### src/rtl/vpifo_req_arbiter.sv
// Round-robin arbiter that merges per-tree push/pop requests onto one shared PIFO level port.
// Tracks per-tree occupancy and delays pop tags so they line up with the PIFO pop data.
module vpifo_req_arbiter #(
   parameter int PTW      = 16,
   parameter int TREE_NUM = 2,
   parameter int CAP      = 6,
   parameter int POP_LAT  = 2,
   parameter int INIT_CYC = 4,
   localparam int CW      = $clog2(CAP + 1),
   localparam int TB      = (TREE_NUM > 1) ? $clog2(TREE_NUM) : 1
) (
   input  logic                     i_clk,
   input  logic                     i_arst_n,
   input  logic [TREE_NUM-1:0]      i_req_push,
   input  logic [TREE_NUM-1:0]      i_req_pop,
   input  logic [TREE_NUM*PTW-1:0]  i_req_data,
   output logic [TREE_NUM-1:0]      o_req_ready,
   output logic                     o_push,
   output logic                     o_pop,
   output logic [TB-1:0]            o_tree_id,
   output logic [PTW-1:0]           o_push_data,
   input  logic                     i_task_fifo_full,
   input  logic [PTW-1:0]           i_pop_data,
   output logic                     o_rsp_valid,
   output logic [TB-1:0]            o_rsp_tree_id,
   output logic [PTW-1:0]           o_rsp_data,
   output logic [TREE_NUM*CW-1:0]   o_count,
   output logic                     o_init_done
);

   localparam int IW = (INIT_CYC > 1) ? $clog2(INIT_CYC) : 1;

   typedef enum logic {ST_INIT, ST_RUN} state_t;

   state_t               state, state_next;
   logic [IW-1:0]        init_cnt;
   logic [TB-1:0]        rr_ptr;
   logic [CW-1:0]        count [TREE_NUM];
   logic [TREE_NUM-1:0]  push_ok, pop_ok;
   logic                 gnt, gnt_pop;
   logic [TB-1:0]        gnt_id, scan_id;
   logic [PTW-1:0]       gnt_data;
   int                   scan_idx;
   logic [POP_LAT-1:0]   dl_valid;
   logic [TB-1:0]        dl_id [POP_LAT];

   always_ff @(posedge i_clk or negedge i_arst_n) begin
      if (!i_arst_n) begin
         state    <= ST_INIT;
         init_cnt <= '0;
      end else begin
         state <= state_next;
         if (state == ST_INIT)
            init_cnt <= init_cnt + 1'b1;
      end
   end

   always_comb begin
      state_next = state;
      if (state == ST_INIT && init_cnt == IW'(INIT_CYC - 1))
         state_next = ST_RUN;
   end

   // Pop wins over push for a tree asserting both, but only when there is something to pop.
   always_comb begin
      for (int k = 0; k < TREE_NUM; k++) begin
         pop_ok[k]  = i_req_pop[k] && (count[k] != '0);
         push_ok[k] = i_req_push[k] && (count[k] < CW'(CAP)) && !i_task_fifo_full;
      end
   end

   always_comb begin
      gnt      = 1'b0;
      gnt_pop  = 1'b0;
      gnt_id   = '0;
      scan_idx = 0;
      scan_id  = '0;
      if (state == ST_RUN) begin
         for (int i = 0; i < TREE_NUM; i++) begin
            scan_idx = int'(rr_ptr) + i;
            if (scan_idx >= TREE_NUM)
               scan_idx = scan_idx - TREE_NUM;
            scan_id = TB'(scan_idx);
            if (!gnt && (pop_ok[scan_id] || push_ok[scan_id])) begin
               gnt     = 1'b1;
               gnt_id  = scan_id;
               gnt_pop = pop_ok[scan_id];
            end
         end
      end
   end

   always_comb begin
      o_req_ready = '0;
      if (gnt)
         o_req_ready[gnt_id] = 1'b1;
   end

   assign gnt_data = i_req_data[gnt_id*PTW +: PTW];

   always_ff @(posedge i_clk or negedge i_arst_n) begin
      if (!i_arst_n) begin
         o_push      <= 1'b0;
         o_pop       <= 1'b0;
         o_tree_id   <= '0;
         o_push_data <= '0;
         rr_ptr      <= '0;
         for (int k = 0; k < TREE_NUM; k++)
            count[k] <= '0;
      end else begin
         o_push      <= gnt && !gnt_pop;
         o_pop       <= gnt && gnt_pop;
         o_tree_id   <= gnt_id;
         o_push_data <= (gnt && !gnt_pop) ? gnt_data : '0;
         if (gnt) begin
            rr_ptr <= (gnt_id == TB'(TREE_NUM - 1)) ? '0 : gnt_id + 1'b1;
            if (gnt_pop)
               count[gnt_id] <= count[gnt_id] - 1'b1;
            else
               count[gnt_id] <= count[gnt_id] + 1'b1;
         end
      end
   end

   // Pop tags ride this shift line so each response carries the tree it was issued for.
   always_ff @(posedge i_clk or negedge i_arst_n) begin
      if (!i_arst_n) begin
         dl_valid <= '0;
         for (int i = 0; i < POP_LAT; i++)
            dl_id[i] <= '0;
      end else begin
         dl_valid[0] <= o_pop;
         dl_id[0]    <= o_tree_id;
         for (int i = 1; i < POP_LAT; i++) begin
            dl_valid[i] <= dl_valid[i-1];
            dl_id[i]    <= dl_id[i-1];
         end
      end
   end

   assign o_rsp_valid   = dl_valid[POP_LAT-1];
   assign o_rsp_tree_id = dl_id[POP_LAT-1];
   assign o_rsp_data    = i_pop_data;
   assign o_init_done   = (state == ST_RUN);

   always_comb begin
      o_count = '0;
      for (int k = 0; k < TREE_NUM; k++)
         o_count[k*CW +: CW] = count[k];
   end

endmodule
### config.mk
export PLATFORM = sky130hd
export DESIGN_NAME = vpifo_req_arbiter
export DESIGN_NICKNAME = d
export VERILOG_FILES = /design/src/rtl/vpifo_req_arbiter.sv
export SDC_FILE = /design/constraint.sdc
export NUM_CORES = 1
export LEC_CHECK = 0
export ABC_AREA = 1
export CAP_MARGIN = 20
export CORE_MARGIN = 2
export CORE_UTILIZATION = 40
export CTS_CLUSTER_SIZE = 10
export DETAILED_ROUTE_END_ITERATION = 8
export GPL_TIMING_DRIVEN = 0
export PLACE_DENSITY = 0.86
export SETUP_SLACK_MARGIN = 0.1
export SLEW_MARGIN = 10
export SYNTH_ARGS = -nofsm -noshare
export SYNTH_HDL_FRONTEND = slang
export SYNTH_SLANG_ARGS = --single-unit
### constraint.sdc
create_clock -name i_clk -period 3.35 [get_ports i_clk]
set_clock_uncertainty 0.05 [all_clocks]
set_input_delay 0.67 -clock i_clk [delete_from_list [all_inputs] [get_ports i_clk]]
set_output_delay 0.67 -clock i_clk [all_outputs]
set_load 0.02 [all_outputs]
==> impl_metrics.json, run 1 <==
{
  "port_buffers": 84,
  "max_stage_delay_ns": 0.45,
  "period_minus_slack_ns": 3.066,
  "hold_depth": 0,
  "setup_violations": 0,
  "netlist-cell-type-count": 21,
  "initial_core_util_pct": 41.02,
  "final_antenna_net_count": 0,
  "worst_pin_slew_ns": 0.7135,
  "fin_util_pct": 65.69,
  "drcViolationCount": 0,
  "tritoncts": "built",
  "ios": 101,
  "worst-path-max-fanout": 10,
  "cts_buffer_depth": 2,
  "cts_root_buf": "clkbuf_8",
  "yosysSeqAreaShare_pct": 50.69,
  "status": "complete, no violations",
  "r2r_cells": 17,
  "avgViaCountPerCell": 4.634,
  "crit_cells": 11,
  "fin_ws_ns": 0.2840,
  "yosysTopAreaCellShare_pct": 50.69,
  "cp.required_ns": 2.63,
  "die_w_um": 67.82,
  "core-area_um2": 3971,
  "critPathLaunchType": "input port",
  "cts_inserted_buffers": 5,
  "cap_violations": 0,
  "slew_headroom_pct": 52.43,
  "ys.warnings.count": 0,
  "area_growth_syn_to_layout_pct": 60.14,
  "fin_crit_sh_pct": 91.52,
  "grt.total_usage_pct": 17.21,
  "clkTransAtPathRegs_ns": 0.06,
  "slew_violations": 0,
  "grt_max_degree": 34,
  "h-tree-depth": 2,
  "dp_hpwl_um": 3166,
  "cp-end-kind": "output port",
  "fmax_mhz": 326.2,
  "clkLatencyLatePin_ns": 0.28,
  "synth_area_leaders": "dfrtp_1, nand2_1, nor2_1",
  "synth_nets": 252,
  "synth_area_per_cell_um2": 8.397,
  "hold_class": "flip-flop to flip-flop",
  "hold_viol_final": 0,
  "grt_pass1_vias": 1386,
  "nets": 343,
  "p_leak_nw": 1.260,
  "syn_area_um2": 1629,
  "nFillCells": 339,
  "synth_seq_cells": 33,
  "vdd.ir_drop.worst_mv": 0.4392,
  "first_pass_iters": 4,
  "vias": 1557,
  "crit_slowest_cell": "clkdlybuf4s50_1",
  "diodes": 0,
  "cp_cell_sequence": "clkdlybuf4s50_1, inv_1, nand4_1, nand2_2, nor2_4, nor2_2, nor2_4, nand2_2, clkbuf_4, inv_1, clkbuf_2",
  "worst-path-buf-inv": 5,
  "die_h_um": 67.82,
  "drt_wl_total_um": 3983,
  "grt_pass1_wl_um": 5851,
  "arrival_ns": 2.35,
  "die-area_um2": 4599,
  "critPathKind": "input port to output port",
  "grt-ovfl-total": 0,
  "cts_sinks": 33,
  "cp_top_family": "buffers and inverters",
  "pwr_density_cell_nw_per_um2": 962.2,
  "synth_cells": 194,
  "routabilityCongestion": 0.8556,
  "grt_setup_unrepaired": "false",
  "cts_setup_buffers": 0,
  "wl_per_cell_um": 11.85,
  "drt_iter0_markers": 84,
  "rows": 23,
  "layout-drive-gt1-share_pct": 14.69,
  "antenna_found_initial": 0,
  "synth_top_cell_by_area": "dfrtp_1",
  "pre_cts_ws_ns": -0.1877
}
-- layout make-up --
| class | count | area, µm² | area share [%] |
|---|---|---|---|
| sequential | 33 | 825.8 | 31.65 |
| tap | 50 | 62.56 | 2.398 |
| clock inverter | 3 | 17.52 | 0.6715 |
| multi-input combinational | 127 | 609.3 | 23.36 |
| buffer | 21 | 150.1 | 5.755 |
| timing repair buffer | 84 | 825.8 | 31.65 |
| clock buffer | 5 | 68.82 | 2.638 |
| inverter | 13 | 48.80 | 1.871 |
-- sequential cells by signal, summed over array words and instances, names as in the netlist, named ones only --
signal and cells:
o_init_done 1, dl_valid 2, init_cnt 2, o_tree_id 1, rr_ptr 1, o_rsp_tree_id 1, o_push 1, o_pop 1
o_push_data 16, dl_id 1, o_count 4
-- cell usage after synthesis, drive strengths merged --
| cell | count |
|---|---|
| inv | 13 |
| or2 | 1 |
| a21oi | 2 |
| nand2 | 44 |
| o21ai | 19 |
| nor2 | 40 |
| dfrtp | 33 |
| nand3b | 1 |
| ha | 3 |
| nand3 | 10 |
| nand4 | 4 |
| xnor2 | 2 |
| buf | 21 |
| a31oi | 1 |
-- timing repair --
action | 4_1_cts | 5_1_grt
setup endpoints to repair | 2 | 2
cloned | 0 | 0
gates resized for setup | 2 | 6
hold buffers | 0 | 0
endpoints found under the hold margin | 0 | 0
-- kinds of logic (layout without fill, tap and decap cells) --
| kind of cell | Yosys count | after routing | synth area share (%) |
|---|---|---|---|
| AO/OA/AOI/OAI | 22 | 22 | 7.527 |
| AND/OR/NAND/NOR | 100 | 100 | 26.34 |
| XOR/XNOR | 2 | 2 | 1.075 |
| flip-flops | 33 | 33 | 50.69 |
| buffers and inverters | 34 | 126 | 12.06 |
| adder cells (fa/ha/maj) | 3 | 3 | 2.304 |
-- report_power, final --
part	switching [mW]	internal (mW)
Sequential	0.0890	0.569
Clock	0.142	0.143
Combinational	0.937	0.631
Total	1.17	1.34
-- path summary, 6_finish.rpt --
kind                                  start        endpoint  slack (ns)
min in group asynchronous          i_arst_n  o_push_data[7]        0.39
max                        i_task_fifo_full  o_req_ready[1]        0.28
min                             dl_valid[0]     dl_valid[1]        0.30
min reg2reg                     dl_valid[0]     dl_valid[1]        0.30
max reg2reg                      o_count[4]      o_count[2]        0.99
max in group asynchronous          i_arst_n  o_push_data[0]        2.40
-- stage by stage --
| step | area (µm²) | setup TNS (ns) | hold slack [ns] | power, mW | cells |
|---|---|---|---|---|---|
| floorplan | 1629 | 0 | 0.2812 | 1.662 | 194 |
| global placement | 2532 | -0.1946 | 0.2826 | 2.202 | 328 |
| detailed placement | 2527 | -0.3520 | 0.2864 | 2.258 | 328 |
| CTS | 2611 | 0 | 0.3014 | 2.533 | 336 |
| global route | 2609 | 0 | 0.3166 | 2.729 | 336 |
| finish | 2609 | 0 | 0.2984 | 2.510 | 336 |
-- cells in the final DEF (no fill, tap or decap) --
cell type,Yosys,routed
o21ai_0,17,17
inv_2,1,1
nand2_1,42,42
buf_2,4,4
nor2_1,36,35
a31oi_1,1,1
inv_1,12,12
ha_1,3,3
clkbuf_4,0,1
nand2_2,2,2
clkdlybuf4s50_1,0,81
clkinvlp_4,0,1
buf_4,17,17
nor2_2,2,3
dfrtp_1,33,33
o21ai_1,2,2
nand4_1,4,4
clkbuf_8,0,5
nand3_1,10,10
nor2_4,2,2
a21oi_1,1,1
a21oi_4,1,1
or2_2,1,1
xnor2_1,2,2
nand3b_1,1,1
clkinv_2,0,2
clkbuf_2,0,2
-- per-layer routing --
metal  vias to the layer above  part of all wire, %  track usage (%)
li1                        781                    -                -
met1                       705                   40            19.71
met2                        65                   50            30.64
met3                         6                  8.3            3.947
met4                         0                  1.3            7.500
met5                         -                    0                0
Note: power is estimated with default switching activity, not from simulation.
==> run 2, diff against run 1 <==
- CORE_ASPECT_RATIO: default -> 0.5
==> impl_metrics.json, run 2 (same netlist as run 1, synthesis figures left out) <==
{
  "status": "complete, no violations",
  "p_leak_nw": 1.256,
  "fmax_mhz": 325.5,
  "routabilityCongestion": 0.8023,
  "critPathKind": "input port to output port",
  "worst-path-max-fanout": 10,
  "cts_inserted_buffers": 5,
  "pwr_density_cell_nw_per_um2": 978.5,
  "clkTransAtPathRegs_ns": 0.06,
  "worst_pin_slew_ns": 0.7207,
  "first_pass_iters": 4,
  "dp_hpwl_um": 3454,
  "drt_wl_total_um": 4352,
  "rows": 16,
  "grt_setup_unrepaired": "false",
  "drcViolationCount": 0,
  "multiInputGateArea_um2": 606.8,
  "grt_pass1_vias": 1640,
  "tritoncts": "built",
  "cts_root_buf": "clkbuf_8",
  "fin_total_pwr_mw": 2.549,
  "slew_headroom_pct": 51.95,
  "initial_core_util_pct": 41.73,
  "hold_viol_final": 0,
  "layout-drive-gt1-share_pct": 13.29,
  "h-tree-depth": 2,
  "final_common_cell": "clkdlybuf4s50_1",
  "nets": 343,
  "grt_max_degree": 34,
  "fin_crit_sh_pct": 91.70,
  "final-seq-area_um2": 825.8,
  "period_minus_slack_ns": 3.072,
  "hold_start": "dl_id[1]",
  "wl_per_cell_um": 12.80,
  "grt_pass1_wl_um": 7100,
  "die_h_um": 49.13,
  "cap_violations": 0,
  "critPathLaunchType": "input port",
  "dp_cells": 332,
  "final_antenna_net_count": 0,
  "area_growth_syn_to_layout_pct": 59.91,
  "grt.total_usage_pct": 19.84,
  "hold_path_end": "o_rsp_tree_id",
  "fin_cells": 340,
  "vias": 1617,
  "cp-end-kind": "output port",
  "hold_depth": 0,
  "fin_ws_ns": 0.2780,
  "rrSetupSlack_ns": 0.90,
  "diodes": 0,
  "postCtsHoldBufs": 0,
  "worstReg2RegStart": "o_count[4]",
  "core-area_um2": 3904,
  "fin_util_pct": 66.73,
  "vdd.ir_drop.worst_mv": 0.3807,
  "largest_reg_flops": 16,
  "drt_iter0_markers": 87,
  "slew_violations": 0,
  "pre_cts_ws_ns": -0.1596,
  "cp.required_ns": 2.63,
  "r2r_cells": 17,
  "grt-ovfl-total": 0,
  "final_cell_mix": "clkdlybuf4s50_1, nand2_1, nor2_1",
  "clkLatencyLatePin_ns": 0.28,
  "hold_class": "flip-flop to flip-flop",
  "setup_violations": 0,
  "arrival_ns": 2.35,
  "regMostFlops": "o_push_data",
  "timing.rr.end": "o_count[2]",
  "die_w_um": 94.25,
  "die-area_um2": 4630,
  "antenna_found_initial": 0,
  "ios": 101,
  "avgViaCountPerCell": 4.756,
  "cts_buffer_depth": 2,
  "port_buffers": 84,
  "cts_sinks": 33,
  "nFillCells": 332
}
-- run 2: cell count changes in the layout (fill, tap and decap cells not counted) --
cell,previous run,this run
clkbuf_1,0,3
clkinv_2,2,0
clkinvlp_4,1,0
nor2_1,35,36
nor2_2,3,2
-- run 2: worst max-delay path, cell delays in order --
cell and delay (ns):
clkdlybuf4s50_1 0.45, inv_1 0.08, nand4_1 0.15, nand2_2 0.09
nor2_4 0.14, nor2_1 0.08, nor2_4 0.13, nand2_2 0.14
clkbuf_4 0.22, inv_1 0.06, clkbuf_2 0.15
-- run 2: what timing repair did --
| action | CTS | global route |
|---|---|---|
| resized for setup | 2 | 5 |
| endpoints found under the setup margin | 2 | 2 |
| setup buffers | 0 | 0 |
| pin swaps | 0 | 0 |
-- run 2: routing by layer --
metal  GRT usage, %  vias up  routed length (µm)
li1               -      779                   -
met1          22.41      748                1672
met2          35.12       80                2267
met3          6.182       10                 330
met4          7.971        0                  82
met5              0        -                   0
-- run 2: final cells by class --
class / count / share of cell area [%]
Sequential cell: 33 / 31.70
Multi-Input combinational cell: 127 / 23.29
Tap cell: 54 / 2.594
Clock buffer: 8 / 3.074
Buffer: 21 / 5.764
Timing Repair Buffer: 84 / 31.70
Inverter: 13 / 1.873
-- run 2: how the worst max path moves through the flow --
| stage | from | endpoint | slack (ns) |
|---|---|---|---|
| 4_1_cts | i_task_fifo_full | o_req_ready[1] | 0.10 |
| 6_report | i_task_fifo_full | o_req_ready[1] | 0.28 |
| 3_5_place_dp | i_task_fifo_full | o_req_ready[1] | -0.16 |
| 3_3_place_gp | i_task_fifo_full | o_req_ready[1] | -0.10 |
| 2_1_floorplan | i_task_fifo_full | o_req_ready[1] | 0.93 |
| 5_1_grt | i_task_fifo_full | o_req_ready[1] | 0.15 |
-- run 2: stage by stage --
step	setup TNS (ns)	hold WS [ns]	cell area, µm²
detailed placement	-0.2631	0.2858	2532
CTS	0	0.2996	2610
floorplan	0	0.2812	1629
global placement	-0.1586	0.2829	2537
finish	0	0.2961	2605
global route	0	0.3050	2605
-- run 2: report_power, final --
part | switching (mW) | internal [mW] | total (mW) | leakage, nW
Clock | 0.138 | 0.147 | 0.285 | 0.0395
Sequential | 0.0892 | 0.569 | 0.658 | 0.414
Combinational | 0.975 | 0.630 | 1.61 | 0.803
Total | 1.20 | 1.35 | 2.55 | 1.26
